`config.mk`:
```
export PLATFORM = sky130hd
export DESIGN_NAME = iot_filter_param
export DESIGN_NICKNAME = d
export VERILOG_FILES = /design/src/rtl/iot_filter_pkg.sv /design/src/rtl/iot_word_shifter.sv /design/src/rtl/iot_filter_param.sv
export SDC_FILE = /design/constraint.sdc
export NUM_CORES = 2
export LEC_CHECK = 0
export BUFFER_PORTS_ARGS = -buffer_cell sky130_fd_sc_hd__buf_2
export CORE_ASPECT_RATIO = 2
export CORE_UTILIZATION = 40
export CTS_CLUSTER_DIAMETER = 100
export DETAILED_ROUTE_END_ITERATION = 8
export MAX_ROUTING_LAYER = met4
export PLACE_DENSITY_LB_ADDON = 0.05
export SYNTH_ARGS = -nofsm -noshare
export SYNTH_HDL_FRONTEND = slang
export SYNTH_SLANG_ARGS = --single-unit
```
`constraint.sdc`:
```
create_clock -name clk -period 31.1 [get_ports clk]
set_clock_uncertainty 0.05 [all_clocks]
set_input_delay 6.22 -clock clk [delete_from_list [all_inputs] [get_ports clk]]
set_output_delay 6.22 -clock clk [all_outputs]
set_load 0.1 [all_outputs]
```
`src/rtl/iot_filter_pkg.sv`:
```
// Shared constants for the IoT byte-stream filter: function encodings,
// FSM state codes and the byte width.
package iot_filter_pkg;

   localparam int BYTE_W = 8;

   localparam logic [2:0] FN_PASS = 3'd0;
   localparam logic [2:0] FN_MAX  = 3'd1;
   localparam logic [2:0] FN_MIN  = 3'd2;
   localparam logic [2:0] FN_AVG  = 3'd3;
   localparam logic [2:0] FN_EXT  = 3'd4;
   localparam logic [2:0] FN_EXC  = 3'd5;
   localparam logic [2:0] FN_PMAX = 3'd6;
   localparam logic [2:0] FN_PMIN = 3'd7;

   localparam logic [1:0] S_IDLE = 2'd0;
   localparam logic [1:0] S_RUN  = 2'd1;
   localparam logic [1:0] S_OUT  = 2'd2;

endpackage

```
`src/rtl/iot_word_shifter.sv`:
```
// Byte-to-word assembler: shifts accepted bytes in MSB-first and flags the
// byte that completes a word, presenting the completed word combinationally.
module iot_word_shifter
   import iot_filter_pkg::*;
#(
   parameter int WORD_BYTES = 16
) (
   input  logic                           clk,
   input  logic                           rst,
   input  logic                           byte_en,
   input  logic [BYTE_W-1:0]              byte_in,
   output logic                           byte_first,
   output logic                           word_done,
   output logic [BYTE_W*WORD_BYTES-1:0]   word_next
);

   localparam int WORD_W = BYTE_W * WORD_BYTES;
   localparam int BC_W   = $clog2(WORD_BYTES);

   logic [BC_W-1:0]   cnt_q, cnt_d;
   logic [WORD_W-1:0] word_q, word_d;

   // Next-state for the shift register and byte counter
   always_comb begin
      word_next  = {word_q[WORD_W-BYTE_W-1:0], byte_in};
      byte_first = (cnt_q == {BC_W{1'b0}});
      word_done  = byte_en && (cnt_q == BC_W'(WORD_BYTES - 1));
      cnt_d      = cnt_q;
      word_d     = word_q;
      if (byte_en) begin
         word_d = word_next;
         if (word_done) begin
            cnt_d = {BC_W{1'b0}};
         end else begin
            cnt_d = cnt_q + BC_W'(1);
         end
      end else begin
         word_d = word_q;
      end
   end

   // Shift register and byte counter flops
   always_ff @(posedge clk or posedge rst) begin
      if (rst) begin
         cnt_q  <= {BC_W{1'b0}};
         word_q <= {WORD_W{1'b0}};
      end else begin
         cnt_q  <= cnt_d;
         word_q <= word_d;
      end
   end

endmodule

```
`src/rtl/iot_filter_param.sv`:
```
// IoT stream filter: assembles bytes into words and applies a per-round
// word function (PASS/EXT/EXC), round function (MAX/MIN/AVG) or peak tracker.
module iot_filter_param
   import iot_filter_pkg::*;
#(
   parameter int WORD_BYTES  = 16,
   parameter int ROUND_WORDS = 8
) (
   input  logic                         clk,
   input  logic                         rst,
   input  logic                         in_en,
   input  logic [7:0]                   iot_in,
   input  logic [2:0]                   fn_sel,
   input  logic [8*WORD_BYTES-1:0]      lo_th,
   input  logic [8*WORD_BYTES-1:0]      hi_th,
   output logic                         busy,
   output logic                         valid,
   output logic [8*WORD_BYTES-1:0]      iot_out
);

   localparam int WORD_W = 8 * WORD_BYTES;
   localparam int WC_W   = $clog2(ROUND_WORDS);
   localparam int ACC_W  = WORD_W + WC_W;

   logic [1:0]        state_q, state_d;
   logic [WC_W-1:0]   word_cnt_q, word_cnt_d;
   logic [2:0]        fn_q, fn_d;
   logic [WORD_W-1:0] lo_q, lo_d, hi_q, hi_d;
   logic              first_q, first_d;
   logic [WORD_W-1:0] ext_q, ext_d, peak_q, peak_d, out_q, out_d;
   logic [ACC_W-1:0]  acc_q, acc_d;
   logic              valid_q, valid_d;

   logic              accept, round_start, first_word, last_word;
   logic              byte_first, word_done;
   logic [WORD_W-1:0] word_next, run_max, run_min;
   logic [ACC_W-1:0]  acc_sum;

   iot_word_shifter #(.WORD_BYTES(WORD_BYTES)) u_shifter (
      .clk        (clk),
      .rst        (rst),
      .byte_en    (accept),
      .byte_in    (iot_in),
      .byte_first (byte_first),
      .word_done  (word_done),
      .word_next  (word_next)
   );

   assign busy    = (state_q == S_OUT);
   assign valid   = valid_q;
   assign iot_out = out_q;

   // Round control, function latch and per-word / per-round result selection
   always_comb begin
      accept      = in_en && (state_q != S_OUT);
      first_word  = (word_cnt_q == {WC_W{1'b0}});
      last_word   = (word_cnt_q == WC_W'(ROUND_WORDS - 1));
      round_start = accept && byte_first && first_word;
      run_max     = (first_word || (word_next > ext_q)) ? word_next : ext_q;
      run_min     = (first_word || (word_next < ext_q)) ? word_next : ext_q;
      acc_sum     = (first_word ? {ACC_W{1'b0}} : acc_q) + ACC_W'(word_next);

      state_d    = state_q;
      word_cnt_d = word_cnt_q;
      fn_d       = fn_q;
      lo_d       = lo_q;
      hi_d       = hi_q;
      first_d    = first_q;
      ext_d      = ext_q;
      peak_d     = peak_q;
      acc_d      = acc_q;
      out_d      = out_q;
      valid_d    = 1'b0;

      // A new function restarts peak tracking from a clean first round
      if (round_start) begin
         fn_d = fn_sel;
         lo_d = lo_th;
         hi_d = hi_th;
         if (fn_sel != fn_q) begin
            first_d = 1'b1;
            peak_d  = {WORD_W{1'b0}};
         end else begin
            first_d = first_q;
         end
      end else begin
         fn_d = fn_q;
      end

      case (state_q)
         S_IDLE:  state_d = accept ? S_RUN : S_IDLE;
         S_RUN:   state_d = (word_done && last_word) ? S_OUT : S_RUN;
         S_OUT:   state_d = S_RUN;
         default: state_d = S_IDLE;
      endcase

      if (word_done) begin
         word_cnt_d = last_word ? {WC_W{1'b0}} : word_cnt_q + WC_W'(1);
         case (fn_q)
            FN_PASS: begin
               out_d   = word_next;
               valid_d = 1'b1;
            end
            FN_EXT: begin
               if ((word_next > lo_q) && (word_next < hi_q)) begin
                  out_d   = word_next;
                  valid_d = 1'b1;
               end else begin
                  valid_d = 1'b0;
               end
            end
            FN_EXC: begin
               if ((word_next < lo_q) || (word_next > hi_q)) begin
                  out_d   = word_next;
                  valid_d = 1'b1;
               end else begin
                  valid_d = 1'b0;
               end
            end
            FN_MAX:  ext_d = run_max;
            FN_MIN:  ext_d = run_min;
            FN_AVG:  acc_d = acc_sum;
            FN_PMAX: begin
               if (first_q) begin
                  ext_d = run_max;
               end else if (word_next > peak_q) begin
                  out_d   = word_next;
                  valid_d = 1'b1;
                  peak_d  = word_next;
               end else begin
                  valid_d = 1'b0;
               end
            end
            FN_PMIN: begin
               if (first_q) begin
                  ext_d = run_min;
               end else if (word_next < peak_q) begin
                  out_d   = word_next;
                  valid_d = 1'b1;
                  peak_d  = word_next;
               end else begin
                  valid_d = 1'b0;
               end
            end
            default: valid_d = 1'b0;
         endcase

         // Round results are registered here so they appear during S_OUT
         if (last_word) begin
            first_d = 1'b0;
            case (fn_q)
               FN_MAX: begin
                  out_d   = run_max;
                  valid_d = 1'b1;
               end
               FN_MIN: begin
                  out_d   = run_min;
                  valid_d = 1'b1;
               end
               FN_AVG: begin
                  out_d   = WORD_W'(acc_sum >> WC_W);
                  valid_d = 1'b1;
               end
               FN_PMAX, FN_PMIN: begin
                  if (first_q) begin
                     out_d   = (fn_q == FN_PMAX) ? run_max : run_min;
                     peak_d  = (fn_q == FN_PMAX) ? run_max : run_min;
                     valid_d = 1'b1;
                  end else begin
                     peak_d = peak_d;
                  end
               end
               default: first_d = 1'b0;
            endcase
         end else begin
            first_d = first_d;
         end
      end else begin
         word_cnt_d = word_cnt_q;
      end
   end

   // Filter state registers
   always_ff @(posedge clk or posedge rst) begin
      if (rst) begin
         state_q    <= S_IDLE;
         word_cnt_q <= {WC_W{1'b0}};
         fn_q       <= FN_PASS;
         lo_q       <= {WORD_W{1'b0}};
         hi_q       <= {WORD_W{1'b0}};
         first_q    <= 1'b1;
         ext_q      <= {WORD_W{1'b0}};
         peak_q     <= {WORD_W{1'b0}};
         acc_q      <= {ACC_W{1'b0}};
         out_q      <= {WORD_W{1'b0}};
         valid_q    <= 1'b0;
      end else begin
         state_q    <= state_d;
         word_cnt_q <= word_cnt_d;
         fn_q       <= fn_d;
         lo_q       <= lo_d;
         hi_q       <= hi_d;
         first_q    <= first_d;
         ext_q      <= ext_d;
         peak_q     <= peak_d;
         acc_q      <= acc_d;
         out_q      <= out_d;
         valid_q    <= valid_d;
      end
   end

endmodule

```
==> flow_metrics.tcl <==
set metrics [dict create \
    timing.critical_path.max_delay_family "compound AO/OA/AOI/OAI gates" \
    avgViaCountPerCell 6.10 \
    cp.required_ps 31690 \
    maxSlewHeadroom_pct 6.02 \
    pin_count 400 \
    rsz0062_at_grt "no" \
    route.met2.wl_um 149000 \
    netlist.top_cell.by_area "dfrtp_1" \
    powerDensity_nw_per_um2 82.8 \
    antenna_found_initial 8 \
    syn_area_um2 63900 \
    synth_flop_cell "dfrtp_1" \
    gp_congestion 1.01 \
    post-layout-total-power_w 0.00597 \
    crit_slowest_cell "buf_4" \
    detail-route-antenna-nets 0 \
    num_vias 60000 \
    hpwl_um 222000 \
    die_w_um 285 \
    startpoint_type "input pin" \
    period_minus_slack_ps 11370 \
    postCtsSetupRepairBufs 0 \
    drive_gt1_share_pct 16.5 \
    hold_viol_final 0 \
    grt_max_degree 135 \
    synth_edf_count 0 \
    fp.dieH_um 567 \
    synth.area.top_cells "dfrtp_1, ha_1, mux2_2, nand2_1, a21oi_1" \
    clock-sinks 905 \
    clk_path_buf_depth 3 \
    fin_nets 8566 \
    ir_drop_v 0.0000809 \
    synth_top_area_share_pct 35.4 \
    placed_area_um2 68700 \
    route.met3.wl_um 16400 \
    setup_violations 0 \
    grt_remaining_overflow 0 \
    ys_ff_latch 905 \
    drv_slew 0 \
    syn-num-nets 8291 \
    timing.hold.ws_ps 412 \
    drc 0 \
    cp.arrival_ps 11960 \
    worst_pin_slew_ps 1410 \
    first_global_vias 61000 \
    flow.area_growth_from_synthesis_pct 12.8 \
    max_stage_delay_ps 870 \
    synth.distinct_cells 91 \
    critPathMostFrequentCell "buf_4" \
    clk_latency_ps 730 \
    synth_cells 7375 \
    path_buf_inv 3 \
    synthArstFlopShare_pct 100 \
    rows 207 \
    met1Wirelength_um 98200 \
    status "completed" \
    crit_chain "buf_2, ha_1, and4_1, a2111oi_0, or4_1, a311oi_1, nor3_1, a21boi_0, o21ai_4, o2bb2ai_1, buf_4, o21bai_4, buf_4, a222oi_1, o221a_2, a211oi_1" \
    min_path_type "flop to flop" \
    first_pass_iters 9 \
    dp_cells 9643 \
    start_util_pct 40.3 \
    grt_pass1_wl_um 427000 \
    cap_violations 0 \
    power.leakage_nw 33.4 \
    layout.cells.non_filler 9827 \
    portBuffers 399 \
    ys_warn_count 0 \
    track_usage_pct 37.7 \
    core_area_um2 159000 \
    wirelength_um 300000 \
    cts_buffers 95 \
    critPathMaxFanout 65 \
    hold_buffers 0 \
    stdcell_area_um2 72100 \
    timing.final.crit_share_pct 36.6 \
    htree_levels 3 \
    wl_per_cell_um 30.5 \
    cts_resized 0 \
    highest_layer "met4" \
    tns_ps 0 \
    first_iter_violations 4752 \
    cts_tree "done" \
    avgSynthCellArea_um2 8.67 \
    die_area_um2 161000 \
    max_freq_mhz 87.9 \
    synth-seq-area-share_pct 35.4 \
    crit_path_end_kind "flop" \
    root_buffer "clkbuf_16" \
    crit_type "input pin to flop" \
    clk_pin_slew_ps 70 \
]
==> layout make-up <==
| class | count | area [um2] |
|---|---|---|
| Antenna cell | 8 | 20.0 |
| Inverter | 601 | 2260 |
| Tap cell | 2090 | 2620 |
| Sequential cell | 905 | 22600 |
| Clock inverter | 52 | 701 |
| Multi-Input combinational cell | 5443 | 37600 |
| Fill cell | 15900 | 86600 |
| Clock buffer | 124 | 2660 |
| Timing Repair Buffer | 604 | 3570 |
==> worst reg2reg max path, stage by stage (launching register included) <==
cell      delay (ps)
dfrtp_1          620
ha_1             430
nand2_1           70
nor3_1           580
nand3_1          540
or4_1            630
nor2_1           770
nand4_1          720
a211oi_1         450
o21ai_1          260
o21ai_1          750
a21o_1           700
buf_4            480
a22oi_1          190
o21ai_0          100
==> power breakdown <==
part	switching, W	internal, W
combinational	0.00211	0.000899
sequential	0.000237	0.00144
clock	0.000568	0.000723
total	0.00291	0.00306
==> per-stage QoR <==
stage | util, % | worst slack [ps]
5_1_grt | 45.4 | 19480
2_1_floorplan | - | 12380
4_1_cts | 45.4 | 19940
6_report | 45.4 | 19730
3_3_place_gp | 43.3 | 19140
3_5_place_dp | 43.3 | 19170
==> synthesized netlist by cell type (125+ instances only) <==
cell	instances
a21oi_1	628
a22oi_1	125
and2_1	140
clkbuf_1	352
dfrtp_1	904
ha_1	645
inv_1	598
mux2_2	424
nand2_1	1027
nand4_1	157
nor2_1	395
o21ai_0	569
==> final timing paths <==
path / start / end / slack [ps] / cells after the start
hold reg to reg: acc_q[55] / acc_q[55] / 410 / 2
max in group asynchronous: rst / iot_out[108] / 21510 / 7
min in group asynchronous: rst / lo_q[11] / 5710 / 3
setup reg to reg: u_shifter.word_q[115] / iot_out[2] / 23660 / 14
hold / removal: acc_q[55] / acc_q[55] / 410 / 2
setup / recovery: iot_in[7] / iot_out[85] / 19730 / 16
==> per-layer routing <==
layer  global-route usage (%)  vias up
met1                     35.3    29400
met4                     37.2        0
met2                     64.5     2479
li1                         -    26900
met5                        -        -
met3                     5.70     1166
==> flip-flops by register name, summed over array words and instances (netlist names), 4 cells and up <==
name / flops
hi_q: 128
acc_q: 131
iot_out: 128
ext_q: 128
peak_q: 128
lo_q: 128
u_shifter.word_q: 120
u_shifter.cnt_q: 4
==> cell usage in the layout, fill, tap and decap left out, types with 97 or more instances in the layout <==
| cell | synthesis | layout |
|---|---|---|
| mux2_2 | 424 | 424 |
| nand4_1 | 157 | 157 |
| a21oi_1 | 628 | 624 |
| a21o_1 | 100 | 100 |
| inv_1 | 598 | 597 |
| a22oi_1 | 125 | 125 |
| buf_4 | 3 | 202 |
| mux2i_1 | 113 | 113 |
| o21ai_0 | 569 | 568 |
| nand2_1 | 1027 | 1021 |
| ha_1 | 645 | 645 |
| buf_2 | 50 | 399 |
| dfrtp_1 | 904 | 904 |
| and2_1 | 140 | 136 |
| nor2_1 | 395 | 384 |
| nand3_1 | 98 | 97 |
==> logic make-up after synthesis <==
kind of cell | count (synthesis) | synth area share [%]
compound gates | 2070 | 20.3
mux | 537 | 9.24
flops | 905 | 35.4
simple gates | 2058 | 14.4
fa+ha+maj | 646 | 12.7
xor+xnor | 132 | 1.81
buf+inv | 1027 | 6.17
(Power assumes the default switching activity.)
